<file path="config.mk">
export PLATFORM = sky130hd
export DESIGN_NAME = rc_meas_sequencer
export DESIGN_NICKNAME = d
export VERILOG_FILES = /design/src/rtl/rc_meas_sequencer_pkg.sv /design/src/rtl/rc_meas_sequencer_sync_2ff.sv /design/src/rtl/rc_meas_sequencer.sv
export SDC_FILE = /design/constraint.sdc
export NUM_CORES = 1
export LEC_CHECK = 0
export BUFFER_PORTS_ARGS = -buffer_cell sky130_fd_sc_hd__buf_2
export CELL_PAD_IN_SITES_DETAIL_PLACEMENT = 1
export CELL_PAD_IN_SITES_GLOBAL_PLACEMENT = 1
export CORE_MARGIN = 2
export CORE_UTILIZATION = 40
export DETAILED_ROUTE_END_ITERATION = 7
export PLACE_DENSITY = 0.65
export SYNTH_ARGS = -nofsm -noshare
export SYNTH_HDL_FRONTEND = slang
export SYNTH_SLANG_ARGS = --single-unit
</file>
<file path="constraint.sdc">
create_clock -name clk -period 3.9 [get_ports clk]
set_input_delay 1.17 -clock clk [delete_from_list [all_inputs] [get_ports clk]]
set_output_delay 1.17 -clock clk [all_outputs]
set_load 0.005 [all_outputs]
</file>
<file path="src/rtl/rc_meas_sequencer_pkg.sv">
// Shared types and defaults for the RC charge-time measurement sequencer.
// Holds the FSM encoding and the default counter/accumulator sizing.
package rc_meas_sequencer_pkg;

    localparam int CNT_W_DEF        = 24;
    localparam int ACC_W_DEF        = CNT_W_DEF + 3;
    localparam int DISCH_CYCLES_DEF = 1000;

    typedef enum logic [1:0] {
        IDLE,
        CHARGE,
        DISCHARGE,
        DONE
    } state_t;

    // Three extra bits absorb the sum of up to 8 full-scale samples.
    function automatic int acc_width(input int cnt_w);
        return cnt_w + 3;
    endfunction

endpackage

</file>
<file path="src/rtl/rc_meas_sequencer_sync_2ff.sv">
// Two-flop synchronizer for asynchronous single- or multi-bit levels.
// Both stages clear to 0 on reset.
module sync_2ff #(
    parameter int W = 1
) (
    input  logic         clk,
    input  logic         rst_n,
    input  logic [W-1:0] d,
    output logic [W-1:0] q
);

    logic [W-1:0] meta;

    always_ff @(posedge clk or negedge rst_n) begin
        if (!rst_n) begin
            meta <= '0;
            q    <= '0;
        end else begin
            meta <= d;
            q    <= meta;
        end
    end

endmodule

</file>
<file path="src/rtl/rc_meas_sequencer.sv">
// Times RC charge-up against a comparator, averages 2^avg_log2 samples,
// and hands the mean out over a valid/ready result port.
module rc_meas_sequencer
    import rc_meas_sequencer_pkg::*;
#(
    parameter int CNT_W        = CNT_W_DEF,
    parameter int DISCH_CYCLES = DISCH_CYCLES_DEF
) (
    input  logic             clk,
    input  logic             rst_n,
    input  logic             start,
    input  logic [1:0]       avg_log2,
    input  logic             step_input,
    output logic             step_set,
    output logic             busy,
    output logic [CNT_W-1:0] result,
    output logic             result_valid,
    input  logic             result_ready,
    output logic             timeout
);

    localparam int ACC_W = acc_width(CNT_W);
    localparam int DW    = $clog2(DISCH_CYCLES + 1);

    localparam logic [CNT_W-1:0] CNT_MAX    = '1;
    localparam logic [DW-1:0]    DISCH_LAST = DW'(DISCH_CYCLES - 1);

    state_t state;
    state_t next_state;

    logic             sin;
    logic [CNT_W-1:0] charge_cnt;
    logic [DW-1:0]    disch_cnt;
    logic [3:0]       sample_cnt;
    logic [1:0]       avg_q;
    logic [ACC_W-1:0] acc;

    logic sat;
    logic disch_done;
    logic runs_done;
    logic run_start;
    logic take_sample;
    logic enter_charge;
    logic enter_done;

    sync_2ff #(
        .W(1)
    ) u_sync (
        .clk  (clk),
        .rst_n(rst_n),
        .d    (step_input),
        .q    (sin)
    );

    assign sat        = (charge_cnt == CNT_MAX);
    assign disch_done = (disch_cnt >= DISCH_LAST);
    assign runs_done  = (sample_cnt >= (4'd1 << avg_q));

    always_ff @(posedge clk or negedge rst_n) begin
        if (!rst_n) begin
            state <= IDLE;
        end else begin
            state <= next_state;
        end
    end

    always_comb begin
        next_state = state;
        unique case (state)
            IDLE: begin
                if (start) next_state = CHARGE;
            end
            CHARGE: begin
                if (sin || sat) next_state = DISCHARGE;
            end
            DISCHARGE: begin
                if (disch_done && !sin)
                    next_state = runs_done ? DONE : CHARGE;
            end
            DONE: begin
                if (result_ready) next_state = IDLE;
            end
        endcase
    end

    always_comb begin
        busy         = (state != IDLE);
        run_start    = (state == IDLE) && start;
        take_sample  = (state == CHARGE) && (sin || sat);
        enter_charge = (state != CHARGE) && (next_state == CHARGE);
        enter_done   = (state == DISCHARGE) && (next_state == DONE);
    end

    always_ff @(posedge clk or negedge rst_n) begin
        if (!rst_n) begin
            step_set     <= 1'b0;
            charge_cnt   <= '0;
            disch_cnt    <= '0;
            sample_cnt   <= '0;
            avg_q        <= '0;
            acc          <= '0;
            timeout      <= 1'b0;
            result       <= '0;
            result_valid <= 1'b0;
        end else begin
            step_set <= (next_state == CHARGE);

            if (run_start) begin
                acc        <= '0;
                sample_cnt <= '0;
                timeout    <= 1'b0;
                avg_q      <= avg_log2;
            end

            if (enter_charge)
                charge_cnt <= '0;
            else if (state == CHARGE && !sin && !sat)
                charge_cnt <= charge_cnt + CNT_W'(1);

            // On saturation charge_cnt already equals the full-scale value.
            if (take_sample) begin
                acc        <= acc + ACC_W'(charge_cnt);
                sample_cnt <= sample_cnt + 4'd1;
                if (sat && !sin) timeout <= 1'b1;
            end

            if (state != DISCHARGE)
                disch_cnt <= '0;
            else if (!disch_done)
                disch_cnt <= disch_cnt + DW'(1);

            if (enter_done) begin
                result       <= CNT_W'(acc >> avg_q);
                result_valid <= 1'b1;
            end else if (state == DONE && result_ready) begin
                result_valid <= 1'b0;
            end
        end
    end

endmodule

</file>
## After elaboration in Yosys (flattened, before gate mapping)

Cells that the tools add are included.

| word-level totals | value |
|---|---|
| bits in registers | 98 |
| input port bits | 7 |
| output and inout port bits | 28 |
| word-level logic and storage cells | 65 |

| operators by class | value |
|---|---|
| add/subtract/negate cells | 4 |
| magnitude comparators | 2 |
| eq/ne operators | 9 |
| shift-type cells | 2 |
| multiplexer cells | 19 |
| reduce and logical (&&, ||, !) cells | 17 |

Operators by type and width:

| kind | count |
|---|---|
| $mux 27 | 2 |
| $mux 24 | 2 |
| $add 27x24->27 | 1 |
| $shr 27x2->24 | 1 |
| $add 24x1->24 const B | 1 |
| $eq 24x24->1 const B | 1 |
| $mux 10 | 2 |
| $add 10x1->10 const B | 1 |
| $ge 10x10->1 const B | 1 |
| $mux 2 | 5 |
| $logic_and 1x1->1 | 9 |
| $mux 4 | 2 |
| $pmux 2 s4 | 1 |
| $reduce_bool 2->1 | 4 |
| $eq 2x2->1 const B | 3 |
| $mux 1 | 5 |
| $add 4x1->4 const B | 1 |
| $eq 2x1->1 const B | 2 |
| $ge 4x4->1 | 1 |
| $ne 2x1->1 const B | 2 |
| $shl 1x2->4 const A | 1 |
| $logic_not 1->1 | 2 |
| $logic_not 2->1 | 1 |
| $ne 2x2->1 const B | 1 |
| $logic_or 1x1->1 | 1 |

## Logic depth before layout (Yosys ltp)

| logic depth | value |
|---|---|
| depth after elaboration | 8 |
| mapped depth | 13 |
| depth with buffers taken out | 10 |

## Hierarchy

Synthesis repeated with hierarchy kept, for this count alone.

| unflattened totals | value |
|---|---|
| cell total of the unflattened synthesis | 599 |
| area, all modules | 6130.9 um2 |

Modules (own cells, without submodules):

| module | times used | cells each | area an instance (um2) | sequential area each (um2) |
|---|---|---|---|---|
| rc_meas_sequencer | 1 | 597 | 6080.8 | 2402.3 |
| sync_2ff | 1 | 2 | 50.0 | 50.0 |

## Least setup slack after synthesis

No wires, ideal clock.

| timing | value |
|---|---|
| path kind | reg-to-reg |
| from | reg avg_q[1] |
| to | reg result[0] |
| library setup time | 0.128 ns |
| arrival | 2.972 ns |
| required time | 3.772 ns |
| slack | 0.801 ns |
| cell stages (with the launch flop) | 13 |
| buffers on the path | 4 |
| period minus slack after synthesis | 3.099 ns |
| cell sequence | dfrtp_1 buf_1 clkbuf_1 nor2_1 ha_1 nand2b_1 a21o_1 a21oi_1 nor2_1 o41a_1 buf_2 buf_2 mux2_1 |

| between the ends | value |
|---|---|
| cells in the longest elaborated chain, start to end | 7 |
| elaborated cells between the ends (all ways) | 8 |
| those cells by class | 1 x order compare; 1 x eq/ne; 2 x shift; 3 x mux; 1 x reduce/logical |

RTL lines:

| what | RTL line | source |
|---|---|---|
| start: declaration | rc_meas_sequencer.sv:35 | `logic [1:0] avg_q;` |
| start signal: assignment | rc_meas_sequencer.sv:112 | `avg_q <= avg_log2;` |
| $shl 1x2->4 | rc_meas_sequencer.sv:57 | `assign runs_done = (sample_cnt >= (4'd1 << avg_q));` |
| $ge 4x4->1 | rc_meas_sequencer.sv:57 |  |
| $mux 2 | rc_meas_sequencer.sv:78 | `next_state = runs_done ? DONE : CHARGE;` |
| $mux 2 | rc_meas_sequencer.sv:77 | `if (disch_done && !sin)` |
| $pmux 2 s4 | rc_meas_sequencer.sv:69 | `unique case (state)` |
| $eq 2x2->1 | rc_meas_sequencer.sv:91 | `enter_done = (state == DISCHARGE) && (next_state == DONE);` |
| $logic_and 1x1->1 | rc_meas_sequencer.sv:91 |  |
| end signal: assignment | rc_meas_sequencer.sv:133 | `result <= CNT_W'(acc >> avg_q);` |
| end: declaration | rc_meas_sequencer.sv:16 | `output logic [CNT_W-1:0] result,` |

Parallel ways exist; a longest one is shown, timed or not.
A chain may end at the register's enable or synchronous reset.

## Final worst setup path

| timing | value |
|---|---|
| from | reg charge_cnt[0] |
| to | reg acc[18] |

| between the ends | value |
|---|---|
| cells in the longest elaborated chain, start to end | 4 |
| elaborated cells between the ends (all ways) | 6 |
| those cells by class | 1 x add/sub; 1 x eq/ne; 1 x mux; 3 x reduce/logical |

RTL lines:

| what | RTL line | source |
|---|---|---|
| start: declaration | rc_meas_sequencer.sv:32 | `logic [CNT_W-1:0] charge_cnt;` |
| start signal: assignment | rc_meas_sequencer.sv:118 | `charge_cnt <= charge_cnt + CNT_W'(1);` |
| parallel branches: the longest is 4 deep, another holds $add 27x24->27 | - |  |
| end signal: assignment | rc_meas_sequencer.sv:122 | `acc <= acc + ACC_W'(charge_cnt);` |
| end: declaration | rc_meas_sequencer.sv:36 | `logic [ACC_W-1:0] acc;` |

Parallel ways; which one is timed is not known.

==> run metrics <==
clk_skew 6.31 ps; register bit count reported by yosys 98; LEAKAGE 0.00311 uW; Crit. End Element flop; CP required 4110 ps; outcome finished, final reports clean; Post-Route WL 15.1 mm; final net count 663; Reg clk slew, reported paths 70 ps; final setup fails 0; commonest non-fill, non-tap cell in the layout dfrtp_1; final worst setup slack 979 ps; final weighted congestion in routability-driven placement 0.838; RSZ-0062 raised after global routing no; final cell count without fillers 816; Syn Area/Cell 10.2 um^2; Global Route Usage Sum 19.9%; DIE HEIGHT 128 um; number of global-route vias before repair 4,904; CP max-delay cell a2111oi_1; DIE AREA 0.0163 mm^2; post-CTS setup buffers 0; Synth Area in XOR/XNOR 6.71%; Die Wd 128 um; 1st-pass router iterations 4; DP Worst Slack 1010 ps; total number of vias 4,713; Crit Path Class flop to flop; largest net degree at the start of global routing 73; post-synth design cell area 0.00613 mm^2; Post-synth EDFFs 0; VDD IR max 0.196 mV; Seq/Total Area, Yosys 40.0%; worst min path class flop to flop; Num CTS Buffers 9; Main synth FF type dfrtp_1; Fillers 1,692; Ports 35; DRC 0; vias per cell 5.78; routed length per instance 18.4 um; Starting Density 40.6%; CTS tree built; CTS Root Cell clkbuf_16; CTS resizes 0; first-pass GRT wire length 25.5 mm; core area 0.0151 mm^2; row count 45; final period utilization 74.9%; Yosys Warn Count 0; total power 2120 uW; GRT overflow 0; Inst Count DP 801; Iter 0 DRT Violations 128; H-Tree Depth 3; Slew Viols, Final 0; ranking of synthesized cells by area dfrtp_1, mux4_2, ha_1, mux2_1, xor2_1; number of antenna violations at the first check in global routing 0; crit path max fanout 6; fmax 0.342 GHz; CP max stage delay 640 ps; syn_nets 638; Compound-Gate Fraction of Synth Area 12.6%; post-DP HPWL 11.2 mm; layout cells sized above 1 15.1%; worst path cell trace ha_1, inv_1, fa_1, nand2b_1, a21oi_1, a2111oi_1, o21ai_1, a41oi_1, xor2_1, o21ai_1; area grow syn2layout 11.5%; number of hold buffers added after cts 0; clock sink count 98; most frequent cells in the layout dfrtp_1, nor2_1, nand2_1; Mapped Cells 599; PD cells 310 mW/mm^2; Synth Area in Adders 6.65%; Post-DRT Antenna Nets 0; post-layout min period 2920 ps; critical path arrival 3130 ps; crit start category flop; Clock Path Buffers 2; max_slew headroom 26.5%; clk_lat worst skew 360 ps; FFs w/ async S/R, synth 100%; Yosys top cell by area dfrtp_1; Fin. Hold Viols 0; largest family of logic cells by synthesized area simple AND/OR/NAND/NOR gates; Antenna diodes 0; mux cell area share after synthesis 14.6%; setup tns final 0 ps; Max-Cap Viols 0; actual slew at the worst max-slew pin 1100 ps; IO buf count 34; Post-Synth Simple-Gate Area 16.5%; share of Yosys cell area claimed by the top area cell type 40.0%; Yosys cell types 61; Critical Path Most Common Cell o21ai_1
state kept, by name, summed over array words and instances, names as in the netlist, 2 cells and up:
name,cells
result,24
avg_q,2
sample_cnt,4
state,2
acc,27
charge_cnt,24
disch_cnt,10
cell type report:
class	count	area [um^2]	area share, %
timing repair buffer	43	240	3.51
tap	188	235	3.44
multi-input combinational	461	3510	51.4
inverter	11	41.3	0.604
clock buffer	10	229	3.35
clock inverter	5	128	1.87
sequential	98	2450	35.9
through the flow:
step,cell area [um^2],hold slack (ps),util (%)
finish,6840,354,45.3
global route,6840,366,45.3
CTS,6840,357,45.3
detailed placement,6480,340,43.0
global placement,6480,339,43.0
floorplan,6130,331,-
per-layer routing:
layer | track usage (%) | vias up | routed length, um | share of wire (%)
met4 | 5.75 | 0 | 187 | 1.2
met3 | 3.63 | 12 | 498 | 3.3
met1 | 27.2 | 2379 | 7280 | 48
met5 | 0 | - | 0 | 0
met2 | 32.5 | 71 | 7090 | 47
li1 | - | 2251 | - | -
logic make-up (layout without fill, tap and decap cells):
group                      after synthesis  count (layout)
AOI/OAI and AO/OA                      122             122
DFF                                     98              98
muxes                                   56              56
and+or+nand+nor                        204             204
adders and majority gates               32              32
buffers and inverters                   40              69
xor gates and xnor gates                47              47
cells in the mapped netlist, drive strengths merged (6+ instances only):
master	n
o21ai	39
clkbuf	16
nor2	56
mux2i	6
mux4	24
a211oi	6
inv	11
nand2b	9
buf	13
a31oi	10
and3	6
a21oi	27
nand2	48
nand3	43
mux2	26
nand4	9
xor2	28
ha	31
xnor2	19
a21o	11
dfrtp	98
nor3	12
worst paths after layout:
| kind | startpoint | end | slack (ps) | cells past startpoint |
|---|---|---|---|---|
| max | charge_cnt[0] | acc[18] | 980 | 10 |
| min | u_sync.meta | u_sync.q | 350 | 0 |
| max reg2reg | charge_cnt[0] | acc[18] | 980 | 10 |
| min reg2reg | u_sync.meta | u_sync.q | 350 | 0 |
| max in group asynchronous | rst_n | result[14] | 2160 | 2 |
| min in group asynchronous | rst_n | result[5] | 970 | 1 |
power by group:
group	switching [uW]	internal, uW	leakage, uW
sequential	2.24	1020	0.00120
clock	384	688	0.000169
combinational	21.8	4.28	0.00174
critical path: cells and delay by family (launching register included):
kind | cells | cell delay [ps]
AO/OA/AOI/OAI | 5 | 1470
XOR/XNOR | 1 | 160
adder cells (fa/ha/maj) | 2 | 460
buffers and inverters | 1 | 80
flip-flops | 1 | 440
AND/OR/NAND/NOR | 1 | 150
Power figures use the tool's default switching activity.
